$ cat src/rtl/slvds_rx_multi_if.sv
`default_nettype none
// ============================================================================
// Module   : slvds_rx_multi_if
// Purpose  : Bundle of serial lanes, per-lane status pulses and counters
//            exchanged between the LVDS source and the multi-lane receiver.
// Revision : 1.0 - initial release
// ============================================================================
interface slvds_rx_multi_if #(
    parameter int NCH    = 4,
    parameter int DATA_W = 16,
    parameter int TAIL_W = 2,
    parameter int CNT_W  = 16
);
    logic [NCH-1:0]        in;
    logic [NCH-1:0]        locked;
    logic [NCH-1:0]        dv;
    logic [NCH*DATA_W-1:0] out;
    logic [NCH*TAIL_W-1:0] tail;
    logic [NCH-1:0]        glitch;
    logic [NCH-1:0]        perr;
    logic [CNT_W-1:0]      frame_cnt;
    logic [CNT_W-1:0]      err_cnt;

    modport master (
        output in,
        input  locked, dv, out, tail, glitch, perr, frame_cnt, err_cnt
    );

    modport slave (
        input  in,
        output locked, dv, out, tail, glitch, perr, frame_cnt, err_cnt
    );
endinterface
`default_nettype wire

$ cat src/rtl/slvds_rx_multi.sv
`default_nettype none
// ============================================================================
// Module   : slvds_rx_multi
// Purpose  : NCH-lane serial-LVDS frame receiver with idle lock, glitch relock
//            and saturating frame/error counters. Optional SLVDS_RX_PARITY_EN
//            enables even-parity checking of the payload against tail[0].
// Revision : 1.0 - initial release
// ============================================================================
module slvds_rx_multi #(
    parameter int NCH      = 4,
    parameter int DATA_W   = 16,
    parameter int TAIL_W   = 2,
    parameter int SYNC_LEN = 20,
    parameter int CNT_W    = 16
) (
    input  wire logic       clk,
    input  wire logic       rst,
    slvds_rx_multi_if.slave bus
);
    localparam int c_FW = DATA_W + TAIL_W;
    localparam int c_ZW = $clog2(SYNC_LEN + 1);
    localparam int c_BW = (c_FW > 1) ? $clog2(c_FW) : 1;
    localparam logic [c_ZW-1:0] c_ZLAST = c_ZW'(SYNC_LEN - 1);
    localparam logic [c_BW-1:0] c_BLAST = c_BW'(c_FW - 1);

    typedef enum logic [1:0] {
        S_HUNT = 2'd0,
        S_IDLE = 2'd1,
        S_ARM  = 2'd2,
        S_RECV = 2'd3
    } state_t;

    logic [NCH-1:0]        w_locked;
    logic [NCH-1:0]        w_dv;
    logic [NCH-1:0]        w_glitch;
    logic [NCH-1:0]        w_perr;
    logic [NCH*DATA_W-1:0] w_out;
    logic [NCH*TAIL_W-1:0] w_tail;

    for (genvar c = 0; c < NCH; c++) begin : g_lane
        state_t            r_state, w_state_nxt;
        logic [c_ZW-1:0]   r_zcnt, w_zcnt_nxt;
        logic [c_BW-1:0]   r_bcnt, w_bcnt_nxt;
        logic [c_FW-1:0]   r_sreg;
        logic [c_FW-1:0]   w_word;
        logic [DATA_W-1:0] r_out;
        logic [TAIL_W-1:0] r_tail;
        logic              r_dv, r_glitch, r_perr;
        logic              w_bit, w_done, w_bad, w_glitch_ev;

        assign w_bit  = bus.in[c];
        // Bits arrive LSB first, so the newest bit enters at the top.
        assign w_word = {w_bit, r_sreg[c_FW-1:1]};

`ifdef SLVDS_RX_PARITY_EN
        assign w_bad = w_word[DATA_W] != (^w_word[DATA_W-1:0]);
`else
        assign w_bad = 1'b0;
`endif

        always_comb begin
            w_state_nxt = r_state;
            w_zcnt_nxt  = r_zcnt;
            w_bcnt_nxt  = r_bcnt;
            w_done      = 1'b0;
            w_glitch_ev = 1'b0;
            case (r_state)
                S_HUNT: begin
                    if (w_bit) begin
                        w_zcnt_nxt = '0;
                    end else if (r_zcnt == c_ZLAST) begin
                        w_state_nxt = S_IDLE;
                        w_zcnt_nxt  = '0;
                    end else begin
                        w_zcnt_nxt = r_zcnt + c_ZW'(1);
                    end
                end
                S_IDLE: begin
                    if (w_bit) w_state_nxt = S_ARM;
                end
                S_ARM: begin
                    if (w_bit) begin
                        w_state_nxt = S_RECV;
                        w_bcnt_nxt  = '0;
                    end else begin
                        // The offending zero already counts toward relock.
                        w_glitch_ev = 1'b1;
                        w_state_nxt = S_HUNT;
                        w_zcnt_nxt  = c_ZW'(1);
                    end
                end
                S_RECV: begin
                    w_bcnt_nxt = r_bcnt + c_BW'(1);
                    if (r_bcnt == c_BLAST) begin
                        w_done      = 1'b1;
                        w_state_nxt = S_IDLE;
                    end
                end
                default: w_state_nxt = S_HUNT;
            endcase
        end

        always_ff @(posedge clk) begin
            if (rst) begin
                r_state  <= S_HUNT;
                r_zcnt   <= '0;
                r_bcnt   <= '0;
                r_sreg   <= '0;
                r_out    <= '0;
                r_tail   <= '0;
                r_dv     <= 1'b0;
                r_glitch <= 1'b0;
                r_perr   <= 1'b0;
            end else begin
                r_state  <= w_state_nxt;
                r_zcnt   <= w_zcnt_nxt;
                r_bcnt   <= w_bcnt_nxt;
                r_dv     <= w_done & ~w_bad;
                r_perr   <= w_done & w_bad;
                r_glitch <= w_glitch_ev;
                if (r_state == S_RECV) r_sreg <= w_word;
                if (w_done && !w_bad) begin
                    r_out  <= w_word[DATA_W-1:0];
                    r_tail <= w_word[c_FW-1:DATA_W];
                end
            end
        end

        assign w_locked[c]                   = (r_state != S_HUNT);
        assign w_dv[c]                       = r_dv;
        assign w_glitch[c]                   = r_glitch;
        assign w_perr[c]                     = r_perr;
        assign w_out[c*DATA_W +: DATA_W]     = r_out;
        assign w_tail[c*TAIL_W +: TAIL_W]    = r_tail;
    end

    function automatic logic [CNT_W:0] f_popcount(input logic [NCH-1:0] v);
        logic [CNT_W:0] n;
        n = '0;
        for (int i = 0; i < NCH; i++) n = n + {{CNT_W{1'b0}}, v[i]};
        return n;
    endfunction

    logic [CNT_W-1:0] r_frame_cnt, r_err_cnt;
    logic [CNT_W:0]   w_frame_sum, w_err_sum;

    assign w_frame_sum = {1'b0, r_frame_cnt} + f_popcount(w_dv);
    assign w_err_sum   = {1'b0, r_err_cnt} + f_popcount(w_glitch | w_perr);

    always_ff @(posedge clk) begin
        if (rst) begin
            r_frame_cnt <= '0;
            r_err_cnt   <= '0;
        end else begin
            r_frame_cnt <= w_frame_sum[CNT_W] ? '1 : w_frame_sum[CNT_W-1:0];
            r_err_cnt   <= w_err_sum[CNT_W]   ? '1 : w_err_sum[CNT_W-1:0];
        end
    end

    assign bus.locked    = w_locked;
    assign bus.dv        = w_dv;
    assign bus.glitch    = w_glitch;
    assign bus.perr      = w_perr;
    assign bus.out       = w_out;
    assign bus.tail      = w_tail;
    assign bus.frame_cnt = r_frame_cnt;
    assign bus.err_cnt   = r_err_cnt;
endmodule
`default_nettype wire
$ cat src/flat_wrapper.sv
// flat-port wrapper written by rule: the top's interface ports become plain ports
module slvds_rx_multi_flat 
#(
    parameter int NCH      = 4,
    parameter int DATA_W   = 16,
    parameter int TAIL_W   = 2,
    parameter int SYNC_LEN = 20,
    parameter int CNT_W    = 16
)
  (clk, rst, bus_in, bus_locked, bus_dv, bus_out, bus_tail, bus_glitch, bus_perr, bus_frame_cnt, bus_err_cnt);
  slvds_rx_multi_if #(.NCH(NCH), .DATA_W(DATA_W), .TAIL_W(TAIL_W), .CNT_W(CNT_W)) bus_i ();
  input  wire logic clk;
  input  wire logic rst;
  input wire logic [$bits(bus_i.in)-1:0] bus_in;
  output wire logic [$bits(bus_i.locked)-1:0] bus_locked;
  output wire logic [$bits(bus_i.dv)-1:0] bus_dv;
  output wire logic [$bits(bus_i.out)-1:0] bus_out;
  output wire logic [$bits(bus_i.tail)-1:0] bus_tail;
  output wire logic [$bits(bus_i.glitch)-1:0] bus_glitch;
  output wire logic [$bits(bus_i.perr)-1:0] bus_perr;
  output wire logic [$bits(bus_i.frame_cnt)-1:0] bus_frame_cnt;
  output wire logic [$bits(bus_i.err_cnt)-1:0] bus_err_cnt;
  assign bus_i.in = bus_in;
  assign bus_locked = bus_i.locked;
  assign bus_dv = bus_i.dv;
  assign bus_out = bus_i.out;
  assign bus_tail = bus_i.tail;
  assign bus_glitch = bus_i.glitch;
  assign bus_perr = bus_i.perr;
  assign bus_frame_cnt = bus_i.frame_cnt;
  assign bus_err_cnt = bus_i.err_cnt;
  slvds_rx_multi #(.NCH(NCH), .DATA_W(DATA_W), .TAIL_W(TAIL_W), .SYNC_LEN(SYNC_LEN), .CNT_W(CNT_W)) u_core (.clk(clk), .rst(rst), .bus(bus_i));
endmodule
$ cat config.mk
export PLATFORM = sky130hd
export DESIGN_NAME = slvds_rx_multi_flat
export DESIGN_NICKNAME = d
export VERILOG_FILES = /design/src/rtl/slvds_rx_multi_if.sv /design/src/rtl/slvds_rx_multi.sv /design/src/flat_wrapper.sv
export SDC_FILE = /design/constraint.sdc
export NUM_CORES = 1
export LEC_CHECK = 0
export ABC_AREA = 1
export BUFFER_PORTS_ARGS = -buffer_cell sky130_fd_sc_hd__buf_4
export CAP_MARGIN = 15
export CORE_MARGIN = 2
export CORE_UTILIZATION = 35
export CTS_CLUSTER_SIZE = 16
export DETAILED_ROUTE_END_ITERATION = 8
export SLEW_MARGIN = 20
export SYNTH_ARGS = -nofsm -noshare
export SYNTH_HDL_FRONTEND = slang
export SYNTH_SLANG_ARGS = --single-unit
$ cat constraint.sdc
create_clock -name clk -period 2.55 [get_ports clk]
set_input_delay 0.51 -clock clk [delete_from_list [all_inputs] [get_ports clk]]
set_output_delay 0.51 -clock clk [all_outputs]
set_load 0.05 [all_outputs]
# Word level (Yosys, flattened, before mapping)
# Index checks and enable logic that the tools add are counted.
# totals
regBits,232
latchBits,0
ram_bits,0
rom_bits,0
in_bits,6
out_inout_bits,120
mem_count,0
# op_classes
n_addsub,16
multipliers,0
n_div,0
order_cmp,0
eq_ne,44
shift,0
n_mux,62
bitwise,4
n_reduce_logical,32
# ops
op,count
2-to-1 mux 5 bit,16
case mux 5 bit (2 select lines),8
adder 17 x 1 -> 17 bit,4
"adder 5 x 1 -> 5 bit, second input constant",8
"== test 5 bit, second input constant",8
2-to-1 mux 2 bit,20
adder 16 x 17 -> 17 bit,2
2-to-1 mux 16 bit,2
"!= test 2 bit, second input constant",16
case mux 2 bit (4 select lines),4
nonzero test 2 bit,12
"== test 2 bit, second input constant",8
"!= test 2 x 1 -> 1 bit, second input constant",8
AND reduction 2 bit,8
AND reduction 4 bit,4
2-to-1 mux 1 bit,12
"== test 2 x 1 -> 1 bit, second input constant",4
logical NOT 2 bit,4
OR reduction 2 bit,4
adder 1 x 1 -> 2 bit,2
inverter 1 bit,4

# Logic depth before layout (Yosys ltp)
# Gate-level depths: netlist (run 1).
# depth
ltp_word,5
mapped_depth,15
mapped_depth_nobuf,14

# Least setup slack after synthesis (run 1)
# No wires, ideal clock.
# synth_path
path_type,register -> register
startpoint,register u_core.r_frame_cnt[0] (netlist: u_core.bus.frame_cnt[0])
endpoint,register u_core.r_frame_cnt[11] (netlist: u_core.bus.frame_cnt[11])
setup_ns,0.109
t_arrival_ns,2.593
slack_ns,-0.152
stages_incl_launch_ff,14
n_path_buf,1
synth_period_minus_slack_ns,2.702
cell_sequence,dfxtp_1 -> inv_1 -> fa_1 -> inv_1 -> ha_1 -> fa_1 -> nand2_1 -> nand2_1 -> and2_1 -> nand4_2 -> buf_6 -> nand3_1 -> nand2_1 -> inv_1
# synth_via
elab_chain_len,2
# synth_rtl
item,line_no,text
"start, declared",slvds_rx_multi.sv:144,"logic [CNT_W-1:0] r_frame_cnt, r_err_cnt;"
"start signal, assigned",slvds_rx_multi.sv:155,r_frame_cnt <= w_frame_sum[CNT_W] ? '1 : w_frame_sum[CNT_W-1:0];
adder 16 x 17 -> 17 bit,slvds_rx_multi.sv:147,"assign w_frame_sum = {1'b0, r_frame_cnt} + f_popcount(w_dv);"
2-to-1 mux 16 bit,slvds_rx_multi.sv:155,
# No other way between the ends.
# A chain may end at the register's enable or synchronous reset.

# Worst setup path after layout (run 1)
# layout_path
startpoint,register u_core.g_lane[0].r_dv
endpoint,register u_core.r_frame_cnt[4] (netlist: u_core.bus.frame_cnt[4])
# layout_via
elab_chain_len,5
# layout_rtl
item,line_no,text
"start, declared",slvds_rx_multi.sv:48,"logic r_dv, r_glitch, r_perr;"
"start signal, assigned",slvds_rx_multi.sv:118,r_dv <= w_done & ~w_bad;
adder 1 x 1 -> 2 bit,slvds_rx_multi.sv:140,"for (int i = 0; i < NCH; i++) n = n + {{CNT_W{1'b0}}, v[i]};"
adder 17 x 1 -> 17 bit (2 in series),slvds_rx_multi.sv:140,
adder 16 x 17 -> 17 bit,slvds_rx_multi.sv:147,
2-to-1 mux 16 bit,slvds_rx_multi.sv:155,
# No other way between the ends.

==> impl.org, run 1 <==
** Pwr
- Cell internal power was estimated by the tool at 6.32 mW.
- Summed over all nets, the switching power comes to roughly 2.5 mW.
- In this run the static leakage power is between 5 and 6 nW.
- Net switching is between 20% and 30% of the power.
- In this run, flip-flops and latches consume 42.5% of the power.
- Dividing total power by cell area gives a power density of between 700 and 800 mW/mm².
- Power share of the clock group :: around two fifths
- Maximum ir drop on the vdd rail :: roughly 0.00047 V
- Total chip power :: roughly 8.9 mW
- In this run, the combinational gates consume between 10% and 20% of the power.

** Drt
- DRC errors left :: 0
- After detailed routing, the average wire length per cell comes to around 12 µm.
- Routed Wire Length :: 22.0 mm
- The highest layer touched by signal routing is met4.
- For this block, the initial DRC count from the detailed router was between 400 and 500.
- Met2 layer wire length in the routed design :: ~10 mm
- Number of iterations in the first detailed-routing pass :: 5
- The detailed router put a total of approximately 10 mm of wire on met1.
- In the detailed route, the total length drawn on met3 is 965 µm.
- Total number of vias :: 8,391
- The detail route stage leaves a number of antenna-violating nets equal to 0.
- Average via count per standard cell :: 4.64

** Clocking
- H-Tree Level Count :: 1
- Longest Clk Path Bufs :: 3
- Hold repair after CTS inserted 0 buffers.
- TritonCTS built the clock tree.
- Clock tree synthesis found a total of around 230 sinks.
- In this run the clock root is driven by a sky130_fd_sc_hd__clkbuf_16.
- The later pin in the worst-skew pair is clocked with a latency of 540 ps.
- Clk pin slew, worst setup/hold paths :: roughly 60 ps
- Counting the buffers created by CTS gives 27.

** Placed design
- The number of placed instances, taps included, is ~1.8k.
- Placer Congestion :: about 0.85
- The count of buffers added on input and output ports is about 120.
- Final HPWL DP :: about 15 mm
- Pre-CTS WS :: -25.0 ps

** Synth
- After Yosys synthesis, full adders, half adders and majority gates account for under 10% of the synthesized area.
- Post-synth top flop :: sky130_fd_sc_hd__dfxtp_1
- Summing the areas of all compound-gate instances in the mapped netlist gives a little under an eighth of the synthesized area.
- Sequential-to-total area share from yosys stat :: a little under half
- Mux cell area share after synthesis :: 0%
- After synthesis, the netlist uses 40 different library cells.
- By area, the combinational part of the netlist is dominated by simple AND/OR/NAND/NOR gates.
- By area the synthesized netlist is led by sky130_fd_sc_hd__dfxtp_1, sky130_fd_sc_hd__nand2_1, sky130_fd_sc_hd__nor2_1, sky130_fd_sc_hd__nand3_1, sky130_fd_sc_hd__o21ai_0.
- During synthesis, Yosys emitted a total of 0 warnings.
- Proportion of synthesized flip-flops having asynchronous set or reset :: 0%
- Synthesis produced a netlist whose cell count is 1,297.
- Synthesis inferred between 200 and 250 register bits.
- Number of enable flip-flop cells after synthesis :: 0
- The synthesized netlist devotes roughly 26% of its cell area to simple gates.
- The synthesized netlist devotes 1.52% of its cell area to XOR and XNOR gates.
- Dividing the synthesized area by the synthesized cell count gives about 7.6 µm².
- Synth top area share :: between 40% and 50%
- Most area-hungry cell type in the Yosys netlist :: sky130_fd_sc_hd__dfxtp_1
- After synthesis the cells add up to roughly 0.0098 mm².

** Final layout
- Number of non-filler instances in the completed layout :: 1,809
- Fill cells in the final layout number 2,838.
- In the final layout, the share of cells above drive strength 1 is around 16%.
- The number of antenna diodes in the final layout is 0.
- Area of combinational cells with multiple inputs :: 0.00446 mm²
- At the end of the flow, the number of nets in the layout was between 1k and 1.5k.
- Cells fill between 40% and 50% of the core in the end.
- Area overhead of the layout relative to synthesis :: 22.2%
- Storage element area :: around 0.0046 mm²

** Worst setup path
- Crit path DAT :: 2840 ps
- The worst register-to-register path ends at u_core.bus.frame_cnt[4].
- Crit path cell chain :: ha_4, inv_2, fa_1, inv_2, ha_4, fa_2, nand2_1, nand2_1, and2_4, nand4_4, buf_4, a21oi_1
- Nature of the critical path endpoint :: flip-flop
- Counting cells, the worst reg-to-reg path comes to 12.
- The worst register-to-register path begins at u_core.g_lane[0].r_dv.
- Critical path launch point :: u_core.g_lane[0].r_dv
- Last element of the critical path :: u_core.bus.frame_cnt[4]
- On the worst path, the slowest cell contributes a delay of around 510 ps.
- Setup slack, reg-to-reg :: between 90 and 100 ps
- Critical-path cell with the highest stage delay :: sky130_fd_sc_hd__fa_1
- Required time of the critical path :: approximately 2900 ps
- CP Launch Type :: flip-flop
- The critical path is of the reg2reg type.
- In this run the worst path has a maximum fanout of 8.

** Floorplanning
- The initial utilization of the core area, before any placement, comes to 35.4%.
- Number of primary I/O pins :: around 130
- The floorplan step defined a core boundary enclosing 0.0277 mm².
- The floorplan step defined a die boundary enclosing between 0.02 and 0.03 mm².
- The die is ~170 µm tall.
- Width of the die :: between 150 and 200 µm
- Row generation in the floorplan step produced 61 rows.

** Status
- Status :: finished, final reports clean

** Global route
- The number of antenna violations at the first check in global routing was 1.
- Global-route wire length before repair :: ~36 mm
- Aggregate global-route resource usage :: 14.8%
- The via count of the first global-routing pass was ~8k.
- Entering global routing, the biggest net connects 53 pins.
- Global routing finished with a remaining overflow of 0.

** STA
- Highest Clock Rate :: a little over 400 MHz
- Final period utilization :: 96.2%
- Hold Violations, Final :: 0
- After layout, the worst setup slack is between 90 and 100 ps.
- Final Max Slew Viols :: 0
- The worst path in the final design needs a cycle of around 2500 ps, including I/O delays and setup.
- For the pin with the worst max-slew slack, the measured transition is 715 ps.
- In the final timing run, aggregate negative setup slack is 0 ps.
- Worst relative slew slack :: 52.0%
- Setup violations remaining at the end of the flow were counted as 0.
- Setup Skew :: slightly below 10 ps
- Unrepaired setup endpoints after global routing :: yes

** Min path
- Type of the tightest min-delay check :: in2reg

** Run
- Max-cap violations in this run came to 0.
[layout make-up]
class	instances	share of cell area [%]
Inverter	142	4.47
Sequential cell	228	38.1
Multi-Input combinational cell	871	37.2
Clock inverter	9	0.543
Tap cell	378	3.95
Timing Repair Buffer	141	8.86
Clock buffer	40	6.80
[how the worst min path moves through the flow]
stage,startpoint,endpoint,slack [ps],cells after the start
final,bus_in[3],u_core.g_lane[3].r_sreg[17],290,3
after global routing,bus_in[3],u_core.g_lane[3].r_sreg[17],290,3
after detailed placement,u_core.g_lane[3].r_sreg[1],u_core.g_lane[3].r_out[0],450,2
after floorplan,u_core.g_lane[3].r_sreg[1],u_core.g_lane[3].r_out[0],430,2
after global placement,u_core.g_lane[3].r_sreg[1],u_core.g_lane[3].r_out[0],440,2
after CTS,bus_in[3],u_core.g_lane[3].r_sreg[17],270,3
[logic make-up after synthesis]
| logic type | Yosys count |
|---|---|
| flip-flops | 228 |
| buffers and inverters | 202 |
| adder cells (fa/ha/maj) | 42 |
| other | 1 |
| AND/OR/NAND/NOR | 588 |
| XOR/XNOR | 17 |
| AO/OA/AOI/OAI | 219 |
[power by group through the flow]
stage,clock [mW],combinational [mW],sequential (mW)
after global placement,0,1.37,3.84
after detailed placement,0,1.38,3.84
final,3.73,1.37,3.77
after floorplan,0,1.07,3.84
after CTS,3.84,1.38,3.77
after global routing,4.00,1.56,3.78
[through the flow]
step,hold WS (ps),area (µm²)
detailed placement,453,11000
global placement,440,11000
CTS,266,11900
finish,285,12000
global route,293,12000
floorplan,429,9820
[Yosys cell counts, types with 3 or more instances]
cell	n
sky130_fd_sc_hd__buf_4	15
sky130_fd_sc_hd__buf_6	3
sky130_fd_sc_hd__nor2_1	163
sky130_fd_sc_hd__clkbuf_1	16
sky130_fd_sc_hd__nor3_1	4
sky130_fd_sc_hd__ha_1	38
sky130_fd_sc_hd__fa_1	4
sky130_fd_sc_hd__nand3_1	113
sky130_fd_sc_hd__a211oi_1	4
sky130_fd_sc_hd__nand2_1	264
sky130_fd_sc_hd__o21ai_0	111
sky130_fd_sc_hd__xnor2_1	5
sky130_fd_sc_hd__nor2_2	5
sky130_fd_sc_hd__inv_1	132
sky130_fd_sc_hd__a21oi_1	76
sky130_fd_sc_hd__inv_2	9
sky130_fd_sc_hd__o21ai_1	4
sky130_fd_sc_hd__a21oi_2	4
sky130_fd_sc_hd__buf_2	21
sky130_fd_sc_hd__buf_1	5
sky130_fd_sc_hd__dfxtp_1	228
sky130_fd_sc_hd__o21a_1	10
sky130_fd_sc_hd__xor2_1	12
sky130_fd_sc_hd__a31oi_1	4
sky130_fd_sc_hd__nand4_1	24
[state kept, by name (all words and copies together), names as in the netlist]
name,count
u_core.g_lane.r_state,8
u_core.bus.frame_cnt,16
u_core.g_lane.r_tail,8
u_core.g_lane.r_dv,4
u_core.g_lane.r_sreg,68
u_core.g_lane.r_zcnt,20
u_core.g_lane.r_glitch,4
u_core.g_lane.r_bcnt,20
u_core.g_lane.r_out,64
u_core.bus.err_cnt,16
[cells in the final DEF, fill, tap and decap left out, drive strengths merged, types with 38 or more instances in the layout]
cell,synthesis,routed
a21oi,80,80
buf,44,141
clkbuf,16,40
dfxtp,228,228
ha,38,38
inv,141,142
nand2,268,268
nand3,114,115
nor2,170,170
o21ai,117,117
[worst max-delay path: cells and delay by family (launching register included)]
family                   cells  cell delay, ps
AND/OR/NAND/NOR              4             390
AO/OA/AOI/OAI                1              60
buffers and inverters        3             230
flip-flops                   1             330
adder cells (fa/ha/maj)      4            1270
[timing repair]
action,4_1_cts,5_1_grt
setup buffers,0,2
pin swaps,0,7
setup endpoints to repair,11,30
gates cloned,1,0
resized for setup,2,16
[metal layers]
layer	vias to the layer above	track usage (%)
met5	-	0
met4	0	4.42
met3	33	2.55
met2	147	24.2
met1	3807	19.9
li1	4404	-
Note: power is estimated with default switching activity, not from simulation.
==> inputs of run 2 (changes only) <==
Settings changed: CAP_MARGIN 15 to 10, REMOVE_ABC_BUFFERS set to 1.
==> run 2 against run 1 <==
  * Clock power fell by 4%
  * Sequential share of layout area fell by 0.10 points
  * Sequential cell count did not move
  * Highest routed layer unchanged
  * Largest cell class unchanged
  * Total power fell by 1.5%
==> impl.org, run 2 (synthesized netlist as in run 1, its figures left out) <==
** Placed design
- Final HPWL DP :: 15.3 mm (was 15.0 mm)
- The final RePlAce weighted congestion came to 0.842 (was 0.847).
- The count of buffers inserted at the top-level ports is 121 (unchanged).

** Worst setup path
- Required time of the critical path :: 2960 ps (was 2940 ps)
- Type of the worst setup path :: reg2reg (unchanged)
- The critical path capture point type is a flip-flop (unchanged).
- The maximum fanout encountered on the critical timing path came to 5 (was 8).
- The flop-to-flop setup slack was 90 ps (was 100 ps).
- The data arrival time at the worst-slack endpoint came to 2870 ps (was 2840 ps).
- CP Launch Type :: flip-flop (unchanged)

** Global route
- The number of antenna violations at the first check in global routing is 0 (was 1).
- The sum of overflow across all layers after global routing was 0 (unchanged).
- Via count of the first global-routing pass :: 7,664 (was 7,786)
- The largest net degree at the start of global routing was 53 (unchanged).
- Aggregate global-route resource usage :: 14.9% (was 14.8%)
- Global-route wire length before repair :: 36.6 mm (was 36.5 mm)

** Final layout
- Largest register by flop count :: u_core.g_lane.r_sreg (unchanged)
- Number of flip-flops in the largest register :: 68 (unchanged)
- The fraction of the core area covered by cells at the end of the flow came to 43.4% (was 43.3%).
- Top library cells by usage in the layout, fill and taps aside :: sky130_fd_sc_hd__nand2_1, sky130_fd_sc_hd__dfxtp_1, sky130_fd_sc_hd__nor2_1 (unchanged)
- Biggest regs: u_core.g_lane.r_sreg (68), u_core.g_lane.r_out (64) (unchanged).
- Share of post-route cells with drive strength above 1 :: 16.4% (was 16.2%)
- Storage element area :: 0.00457 mm² (about the same)
- The filler cell count was 2,849 (was 2,838).
- Layout net count :: 1,461 (was 1,459)
- Ant. Diodes :: 0 (unchanged)
- Area of combinational cells with multiple inputs :: 0.00451 mm² (was 0.00446 mm²)
- Area overhead of the layout relative to synthesis :: 22.5% (was 22.2%)
- Most common cell after layout, fill and taps aside :: sky130_fd_sc_hd__nand2_1 (unchanged)

** Pwr
- Switching part of the total :: 28.2% (was 28.7%)
- The power share of the combinational group was 15.8% (was 15.5%).
- The share of power burned in registers was 43.1% (was 42.5%).
- The portion of total power attributed to the clock network came to 41.1% (was 42.0%).
- Total chip power :: 8.74 mW (was 8.87 mW)
- P per Cell Area :: 728 mW/mm² (was 740 mW/mm²)
- Static power due to leakage :: 5.52 nW (was 5.48 nW)
- Internal Power :: 6.28 mW (was 6.32 mW)
- Maximum ir drop on the vdd rail :: 0.000433 V (was 0.000467 V)
- The net switching power was 2.46 mW (was 2.55 mW).

** STA
- Worst relative slew slack :: 57.0% (was 52.0%)
- The final setup skew came to 9.25 ps (was 9.71 ps).
- The sum of negative setup slack came to 0 ps (unchanged).
- Worst-Margin Slew :: 640 ps (was 715 ps)
- Final setup vio count :: 0 (unchanged)
- Unrepaired setup endpoints after global routing :: yes (unchanged)
- Highest Clock Rate :: 406 MHz (was 408 MHz)
- Final Max Slew Viols :: 0 (unchanged)
- Final period demand of the worst path :: 2460 ps (was 2450 ps)
- Final period utilization :: 96.5% (was 96.2%)
- Hold Violations, Final :: 0 (unchanged)

** Clocking
- Longest Clk Path Bufs :: 3 (unchanged)
- H-Tree Level Count :: 1 (unchanged)
- The clock slew seen by the registers of the worst setup and hold paths came to 60 ps (about the same).
- Clock insertion delay at the later pin of the skew report :: 520 ps (was 540 ps)
- The CTS tree is done (unchanged).
- Clk sink count :: 228 (unchanged)
- The number of hold buffers added after cts is 0 (unchanged).
- Number of buffers created by CTS :: 26 (was 27)
- The root cell of the clock tree is sky130_fd_sc_hd__clkbuf_16 (unchanged).

** Floorplanning
- The height of the die came to 171 µm (unchanged).
- Die area :: 0.0294 mm² (unchanged)
- Starting density of the core :: 35.4% (unchanged)
- The placeable core region came to 0.0277 mm² (unchanged).
- The floorplan die width is 171 µm (unchanged).
- The I/O pin total came to 126 (unchanged).
- The standard-cell row count came to 61 (unchanged).

** Drt
- The DRC violation count after routing is 0 (unchanged).
- The total via count in the routed design was 8,443 (was 8,391).
- Routed Wire Length :: 22.6 mm (was 22.0 mm)
- The number of vias per cell was 4.66 (was 4.64).
- Iter 0 DRT Violations :: 464 (was 442)
- The count of nets left with antenna violations after detail routing is 0 (unchanged).
- The average wire length per cell after detail routing is 12.5 µm (was 12.1 µm).
- Number of iterations in the first detailed-routing pass :: 5 (unchanged)

** Status
- Status :: finished, final reports clean (unchanged)

** Run
- The number of max-capacitance violations reported was 0 (unchanged).

** Min path
- Type of the tightest min-delay check :: in2reg (unchanged)
## run 2: stage by stage
step	area (µm²)	setup WS [ps]	cells	hold slack, ps
5_1_grt	12000	-37.2	1810	330
3_5_place_dp	11000	-39.6	1759	448
2_1_floorplan	9490	-214	1240	430
6_report	12000	89.4	1810	309
3_3_place_gp	11000	18.1	1759	449
4_1_cts	11900	7.55	1807	277
## run 2: final cells by class
type,instances,area share [%]
clock inverter,4,0.167
timing repair buffer,144,9.10
sequential,228,38.0
tap,378,3.94
clock buffer,43,6.79
inverter,142,4.46
multi-input combinational,871,37.5
## run 2: metal layers
| layer | up-vias | GRT usage, % | part of all wire, % |
|---|---|---|---|
| met4 | 0 | 3.83 | 1.6 |
| met3 | 25 | 3.04 | 5.5 |
| met2 | 142 | 24.9 | 45 |
| met1 | 3878 | 19.7 | 47 |
| met5 | - | 0 | 0 |
| li1 | 4398 | - | - |
## run 2: path summary, 6_finish.rpt
| path | cells after the start | from | to |
|---|---|---|---|
| worst max-delay path | 14 | u_core.g_lane[0].r_dv | u_core.bus.frame_cnt[11] |
| worst max register to register | 14 | u_core.g_lane[0].r_dv | u_core.bus.frame_cnt[11] |
| worst min register to register | 2 | u_core.g_lane[3].r_sreg[1] | u_core.g_lane[3].r_out[0] |
| worst min-delay path | 3 | bus_in[3] | u_core.g_lane[3].r_sreg[17] |
## run 2: what timing repair did
action                                 in CTS  in global routing
endpoints found under the hold margin       0                  0
buffers inserted                            0                  2
pin swaps                                   0                 13
resized for setup                           1                 30
cloned                                      1                  1
setup endpoints to repair                  12                 31
## run 2: power by group through the flow
stage | registers (mW) | clock network, mW | logic, mW
floorplan | 3.86 | 0 | 1.01
global placement | 3.84 | 0 | 1.38
detailed placement | 3.84 | 0 | 1.39
CTS | 3.77 | 3.70 | 1.39
global route | 3.78 | 3.83 | 1.58
finish | 3.77 | 3.59 | 1.38
## run 2: critical path: stages (launching register included)
cell	delay, ps
sky130_fd_sc_hd__dfxtp_2	340
sky130_fd_sc_hd__ha_4	260
sky130_fd_sc_hd__inv_2	30
sky130_fd_sc_hd__fa_1	510
sky130_fd_sc_hd__inv_2	50
sky130_fd_sc_hd__ha_4	150
sky130_fd_sc_hd__fa_2	380
sky130_fd_sc_hd__nand2_2	70
sky130_fd_sc_hd__nand2_2	60
sky130_fd_sc_hd__and2_4	150
sky130_fd_sc_hd__nand4_4	80
sky130_fd_sc_hd__buf_6	140
sky130_fd_sc_hd__nand3_2	50
sky130_fd_sc_hd__nand2_1	70
sky130_fd_sc_hd__inv_1	40
